===== config.mk =====
export PLATFORM = sky130hd
export DESIGN_NAME = cnt_prog_clk_div
export DESIGN_NICKNAME = d
export VERILOG_FILES = /design/src/rtl/cnt_prog_clk_div.sv
export SDC_FILE = /design/constraint.sdc
export NUM_CORES = 1
export LEC_CHECK = 0
export BUFFER_PORTS_ARGS = -buffer_cell sky130_fd_sc_hd__clkbuf_2
export CAP_MARGIN = 5
export CELL_PAD_IN_SITES_DETAIL_PLACEMENT = 1
export CELL_PAD_IN_SITES_GLOBAL_PLACEMENT = 1
export CORE_UTILIZATION = 39
export DETAILED_ROUTE_END_ITERATION = 6
export GPL_TIMING_DRIVEN = 0
export PLACE_DENSITY = 0.83
export REMOVE_ABC_BUFFERS = 1
export SYNTH_ARGS = -nofsm -noshare
export SYNTH_HDL_FRONTEND = slang
export SYNTH_SLANG_ARGS = --single-unit
export TNS_END_PERCENT = 100

===== constraint.sdc =====
create_clock -name clk -period 3 [get_ports clk]
set_clock_uncertainty 0.05 [all_clocks]
set_input_delay 0.3 -clock clk [delete_from_list [all_inputs] [get_ports clk]]
set_output_delay 0.3 -clock clk [all_outputs]
set_load 0.05 [all_outputs]

===== src/rtl/cnt_prog_clk_div.sv =====
// rtl/cnt_prog_clk_div.sv - programmable clock divider with shadowed divisor/mode
//
// Purpose:
//   Divides clk by a programmable N. The divisor and the output mode are held in
//   shadow registers. These registers reload only at a period wrap or on restart,
//   so a running period is never truncated or stretched.
//
// Ports:
//   clk      in   1      single clock, rising edge
//   reset    in   1      asynchronous active-low reset
//   en       in   1      count enable; low freezes the divider (tick forced low)
//   restart  in   1      synchronous restart, reloads divisor/mode immediately
//   div      in   WIDTH  requested divisor (0 and 1 are treated as 2)
//   mode     in   1      0 = pulse output, 1 = square output
//   Y        out  1      registered divided clock
//   tick     out  1      registered one-cycle pulse in the cycle after each wrap
//   cnt      out  WIDTH  current phase count, 0 .. n_act-1

module cnt_prog_clk_div #(
    parameter int WIDTH = 8
) (
    input  logic             clk,
    input  logic             reset,
    input  logic             en,
    input  logic             restart,
    input  logic [WIDTH-1:0] div,
    input  logic             mode,
    output logic             Y,
    output logic             tick,
    output logic [WIDTH-1:0] cnt
);

    localparam logic [WIDTH-1:0] N_MIN = WIDTH'(2);

    logic [WIDTH-1:0] cnt_q,  cnt_d;
    logic [WIDTH-1:0] n_q,    n_d;
    logic             mode_q, mode_d;
    logic             tick_q, tick_d;
    logic             y_q,    y_d;

    logic [WIDTH-1:0] n_load;
    logic             wrap;

    // Divisors below 2 cannot produce a meaningful period.
    assign n_load = (div < N_MIN) ? N_MIN : div;
    assign wrap   = (cnt_q == n_q - WIDTH'(1));

    always_comb begin
        cnt_d  = cnt_q;
        n_d    = n_q;
        mode_d = mode_q;
        tick_d = 1'b0;
        y_d    = y_q;

        if (restart) begin
            cnt_d  = '0;
            n_d    = n_load;
            mode_d = mode;
            y_d    = 1'b0;
        end else if (en) begin
            if (wrap) begin
                cnt_d  = '0;
                n_d    = n_load;
                mode_d = mode;
                tick_d = 1'b1;
            end else begin
                cnt_d  = cnt_q + WIDTH'(1);
            end
            // Y is computed from next-state values, so the first cycle of a
            // new period already reflects the newly adopted divisor and mode.
            if (mode_d) begin
                y_d = (cnt_d >= (n_d >> 1));
            end else begin
                y_d = tick_d;
            end
        end
    end

    always_ff @(posedge clk or negedge reset) begin
        if (!reset) begin
            cnt_q  <= '0;
            n_q    <= N_MIN;
            mode_q <= 1'b0;
            tick_q <= 1'b0;
            y_q    <= 1'b0;
        end else begin
            cnt_q  <= cnt_d;
            n_q    <= n_d;
            mode_q <= mode_d;
            tick_q <= tick_d;
            y_q    <= y_d;
        end
    end

    assign cnt  = cnt_q;
    assign tick = tick_q;
    assign Y    = y_q;

endmodule


==> results of run 1 <==
==> layer usage <==
metal | wire length (um) | up-vias | share of wire [%] | GRT usage [%]
li1 | - | 675 | - | -
met1 | 1998 | 716 | 44 | 30.00
met2 | 2422 | 28 | 53 | 44.74
met3 | 89 | 5 | 2.0 | 2.113
met4 | 46 | 0 | 1.0 | 6.389
met5 | 0 | - | 0 | 0
==> logic make-up (layout without fill, tap and decap cells) <==
family	after synthesis	in the layout	synth area share, %
AO/OA/AOI/OAI	31	31	15.33
XOR/XNOR	13	13	7.459
adder cells (fa/ha/maj)	9	9	7.377
buffers and inverters	15	42	4.917
flip-flops	19	19	31.23
multiplexers	15	15	10.49
AND/OR/NAND/NOR	68	68	23.20
==> registers in the layout (all words and copies together) (netlist names) <==
register and cells:
tick 1, n_q 8, cnt 8, mode_q 1, Y 1
==> worst reg2reg max path, stage by stage, from the launching register on <==
cell and delay, ns:
dfrtp_2 0.48, nor3_4 0.28, nand2_2 0.14, nor4_4 0.33, nor3_4 0.13, nor2_4 0.19, buf_4 0.16, mux2i_2 0.24
ha_1 0.18, nand4_1 0.14, nor2_2 0.15, a211oi_2 0.09, and2_1 0.15, o41a_1 0.37, a21oi_1 0.13
==> path summary, 6_finish.rpt <==
path                              from  cells after the start  endpoint
worst max-delay path            n_q[3]                     14         Y
min in group asynchronous        reset                      2    cnt[4]
worst min register to register  mode_q                      1    mode_q
max in group asynchronous        reset                      2    cnt[5]
worst max register to register  n_q[3]                     14         Y
worst min-delay path            div[0]                      3    n_q[0]
==> final cells by class <==
class / instances / area (um^2)
fill: 440 / 1777
multi-input combinational: 136 / 1130
sequential: 19 / 483.0
timing repair buffer: 33 / 202.7
tap: 48 / 60.06
clock buffer: 4 / 45.04
inverter: 5 / 18.77
==> through the flow <==
step	hold WS, ns	setup TNS [ns]	power [uW]
2_1_floorplan	-0.04559	-0.6791	396.9
3_3_place_gp	0.2351	-1.655	439.5
3_5_place_dp	0.2500	-1.101	452.4
4_1_cts	0.2322	-0.2575	680.3
5_1_grt	0.2419	-0.4571	725.9
6_report	0.2208	-0.2661	689.0
==> repair_timing <==
item | in CTS | in global routing
pin swaps | 10 | 4
hold buffers | 1 | 0
endpoints found under the setup margin | 1 | 1
hold endpoints to repair | 18 | 0
resized for setup | 17 | 16
buffers inserted | 10 | 0
==> where the power goes <==
group	switching (uW)	leakage, uW	internal, uW
combinational	112	0.000554	87.6
clock	94.8	0.0000228	94.9
sequential	27.1	0.000236	273
total	234	0.000812	455
==> cell usage in the layout (no fill, tap or decap), drive strengths merged, types with 7 or more instances in the layout <==
cell / n
a21oi: 7
nor2: 14
nor4: 7
dfrtp: 18
mux2i: 7
ha: 9
clkbuf: 26
xnor2: 9
mux2: 8
buf: 10
nand2: 14
nor3: 8
==> results.toml, run 1 <==
[run_status]
status = "complete, but fails checks"
failed_checks = "setup timing"

[clock_tree]
clock_latency_ns = 0.27
cts.sinks = 19
clk_pin_slew_worst_paths_ns = 0.08
cts_tree = "yes"
clock_path_buffers = 2
clockRootBuffer = "clkbuf_8"
cts_made_buffers = 3
cts.htree.levels = 1

[timing]
finalHoldViolCount = 0
fin_crit_ns = 3.266
period_share_pct = 108.9
worstMarginPinSlew_ns = 0.6367
setup_viol = 1
fmaxAchievable_mhz = 306.2
rsz0062_at_grt = "yes"
timing.final.ws_setup_ns = -0.2661
slew_viol_final = 0
relSlewSlack_pct = 57.55

[critical_path]
cp_num_buf_inv = 1
cp_cell_sequence = "nor3_4 -> nand2_2 -> nor4_4 -> nor3_4 -> nor2_4 -> buf_4 -> mux2i_2 -> ha_1 -> nand4_1 -> nor2_2 -> a211oi_2 -> and2_1 -> o41a_1 -> a21oi_1"
crit_family = "simple AND/OR/NAND/NOR gates"
cp-end-kind = "register"
cp.required_ns = 3.14
crit_top_cell = "nor3_4"
slowest_delay_ns = 0.48
regToRegSetupSlack_ns = -0.27
worstSetupPathType = "reg -> reg"
cp.arrival_ns = 3.41
crit_fanout = 6
worst_setup_path_start_kind = "register"
cp_slowest_cell = "dfrtp_2"

[place]
dp_slack_ns = -1.101
placed_area_um2 = 1645
io_buffer_count = 22
dp_hpwl_um = 3131
place.gp.congestion = 0.7771
place_inst = 230

[min_path]
hp-class = "in -> reg"

[detailed_routing]
postRouteAntennaNets = 0
finalWirelength_um = 4556
drtPass1Iterations = 4
num_vias = 1424
drc = 0
vias_per_cell = 5.812
wl_per_cell_um = 18.60
first_iter_violations = 43

[job]
maxCapViolCount = 0

[finish]
nets = 220
stdcell_area_um2 = 1939
n_antenna_cell = 0
layout-drive-gt1-share_pct = 38.58
fin_util_pct = 52.19
area_growth_pct = 27.05
fin_cells = 245

[yosys]
synth_warnings = 0
yosysSeqAreaShare_pct = 31.23
synth_edf_count = 0
synthCells = 170
post-synth-top-count-cell = "dfrtp_1"
synthFlopType = "dfrtp_1"
ys_ff_latch = 19
synth.distinct_cells = 42
synth_top_cell_by_area = "dfrtp_1"
synth.area.top_cells = "dfrtp_1 (30%), ha_1 (7.4%), mux2_2 (5.9%)"
syn_area_um2 = 1526
synthTopCellsByCount = "dfrtp_1 (18), nand2_1 (14), nor2_1 (13), ha_1 (9), xnor2_1 (9)"
synth_top_area_share_pct = 29.51
avgSynthCellArea_um2 = 8.979
synth-async-reset-ratio_pct = 100.0

[floorplan]
fp.coreArea_um2 = 3716
boundaryPins = 23
die_y_um = 64.56
start_util_pct = 41.08
chipWidth_um = 64.56
dieArea_um2 = 4168
placementRows = 22

[global_route]
grt_pass1_vias = 1516
gr-total-overflow = 0
grt_start_max_net_pins = 20
antenna_found_initial = 0
grt_pass1_wl_um = 7693
grt.total_usage_pct = 24.29

[power_and_ir_drop]
ir_drop_mv = 0.2111
p_per_area_nw_per_um2 = 355.3
p_leak_uw = 0.0008123
No activity file was read; power rests on OpenSTA's default activity.
==> run 2, diff against run 1 <==
--- a/config.mk
+++ b/config.mk
@@ -6,5 +6,5 @@
 export NUM_CORES = 1
 export LEC_CHECK = 0
-export BUFFER_PORTS_ARGS = -buffer_cell sky130_fd_sc_hd__clkbuf_2
+export BUFFER_PORTS_ARGS = -buffer_cell sky130_fd_sc_hd__buf_2
 export CAP_MARGIN = 5
 export CELL_PAD_IN_SITES_DETAIL_PLACEMENT = 1
==> constraint.sdc (replaced) <==
create_clock -name clk -period 3 [get_ports clk]
set_clock_uncertainty 0.05 [all_clocks]
set_input_delay 0.15 -clock clk [delete_from_list [all_inputs] [get_ports clk]]
set_output_delay 0.15 -clock clk [all_outputs]
set_load 0.05 [all_outputs]
==> results.toml, run 2 (synthesis results as in run 1) <==
[clock_tree]
cts.htree.levels = 1
cts_tree = "yes"
clk_pin_slew_worst_paths_ns = 0.08
clock_latency_ns = 0.27
clock_path_buffers = 2
clockRootBuffer = "clkbuf_8"
cts.sinks = 19
cts_made_buffers = 3

[timing]
rsz0062_at_grt = "yes"
period_share_pct = 109.3
setup_viol = 1
fmaxAchievable_mhz = 304.9
finalHoldViolCount = 0
timing.final.ws_setup_ns = -0.2801
worstMarginPinSlew_ns = 0.6438
slew_viol_final = 0
fin_crit_ns = 3.280
relSlewSlack_pct = 57.08

[finish]
fin_util_pct = 51.68
area_growth_pct = 25.82
mostFrequentLayoutCell = "buf_2"
layout-drive-gt1-share_pct = 34.67
nFillCells = 434
fin_cells = 247
nets = 222
n_antenna_cell = 0
layout_common_cells = "buf_2 (22), dfrtp_1 (17), nand2_1 (14)"

[global_route]
grt_pass1_vias = 1577
busiest_layer = "met2"
grt_util_met3_pct = 1.937
grt_use_met2_pct = 49.21
grt.total_usage_pct = 25.85
grt_start_max_net_pins = 20
use_met1_pct = 29.42
grt_pass1_wl_um = 8017
gr-total-overflow = 0
antenna_found_initial = 0

[critical_path]
worstSetupPathType = "reg -> reg"
worst_setup_path_start_kind = "register"
crit_fanout = 11
cp.required_ns = 3.11
cp.arrival_ns = 3.39
cp-end-kind = "register"

[place]
dp_hpwl_um = 3186
place.gp.congestion = 0.7762
io_buffer_count = 22
place_inst = 230

[detailed_routing]
wl_per_cell_um = 19.70
postRouteAntennaNets = 0
finalWirelength_um = 4865
num_vias = 1425
drtPass1Iterations = 4
first_iter_violations = 65
drc = 0
vias_per_cell = 5.769

[power_and_ir_drop]
power_switching_uw = 240.0
pwr-share-comb_pct = 28.4
p_leak_uw = 0.0008102
swShare_pct = 34.77
p_per_area_nw_per_um2 = 359.4
power_frac_seq_pct = 43.2
p_clk_share_pct = 28.4
ir_drop_mv = 0.1911
p_int_uw = 450.3

[floorplan]
dieArea_um2 = 4168
fp.coreArea_um2 = 3716
boundaryPins = 23
chipWidth_um = 64.56
start_util_pct = 41.08
die_y_um = 64.56
placementRows = 22

[run_status]
status = "complete, but fails checks"
failed_checks = "setup timing"

[min_path]
hp-class = "in -> reg"

[job]
maxCapViolCount = 0
run 2: cell count changes in the layout (fill, tap and decap cells not counted), sizes merged:
cell,change
buf,+24
clkbuf,-22
run 2: path summary, 6_finish.rpt:
path	from	endpoint	slack, ns	cells past startpoint
max	cnt[2]	Y	-0.28	13
min in group asynchronous	reset	cnt[4]	0.31	2
max in group asynchronous	reset	n_q[1]	2.24	2
min reg2reg	mode_q	mode_q	0.49	1
min	mode	mode_q	0.08	2
max reg2reg	cnt[2]	Y	-0.28	13
run 2: power groups by stage:
| stage | sequential (uW) | clock (uW) | combinational, uW |
|---|---|---|---|
| 6_report | 298 | 196 | 196 |
| 5_1_grt | 301 | 209 | 212 |
| 4_1_cts | 296 | 201 | 185 |
| 3_5_place_dp | 300 | 0 | 155 |
| 3_3_place_gp | 298 | 0 | 142 |
| 2_1_floorplan | 302 | 0 | 95.3 |
run 2: area by class of cell:
cell class | instances | area [um^2] | share of cell area [%]
Tap cell | 48 | 60.06 | 3.127
Sequential cell | 19 | 478.0 | 24.89
Inverter | 5 | 18.77 | 0.9772
Multi-Input combinational cell | 136 | 1089 | 56.68
Clock buffer | 4 | 45.04 | 2.345
Timing Repair Buffer | 35 | 230.2 | 11.99
run 2: critical path: stages, from the launching register on:
cell       delay (ns)
dfrtp_1          0.55
nand2b_1         0.21
a21oi_1          0.10
a31oi_1          0.28
o2111ai_4        0.22
nor2_4           0.19
buf_6            0.15
mux2i_1          0.20
ha_1             0.25
a211o_1          0.33
a211oi_2         0.25
and2_1           0.19
o41a_1           0.14
a21oi_1          0.06
run 2: routing by layer:
| metal | wire length [um] | vias up |
|---|---|---|
| li1 | - | 676 |
| met1 | 2062 | 706 |
| met2 | 2595 | 36 |
| met3 | 124 | 7 |
| met4 | 83 | 0 |
| met5 | 0 | - |
run 2: through the flow:
step / TNS, ns / cell area, um^2 / total power, uW / worst slack [ns] / hold slack [ns]
after floorplan: -0.6791 / 1470 / 396.9 / -0.6791 / -0.1956
after global placement: -1.679 / 1640 / 439.6 / -1.284 / 0.06876
after detailed placement: -1.132 / 1645 / 454.3 / -1.132 / 0.08117
after CTS: -0.2703 / 1866 / 682.1 / -0.2703 / 0.08215
after global routing: -0.4400 / 1921 / 722.9 / -0.4400 / 0.08998
final: -0.2801 / 1921 / 690.3 / -0.2801 / 0.08490
run 2: timing repair:
| action | 4_1_cts | 5_1_grt |
|---|---|---|
| hold endpoints to repair | 18 | 0 |
| pin swaps | 8 | 1 |
| resized for setup | 14 | 8 |
| hold buffers | 1 | 0 |
| setup endpoints to repair | 1 | 1 |
| setup buffers | 10 | 2 |
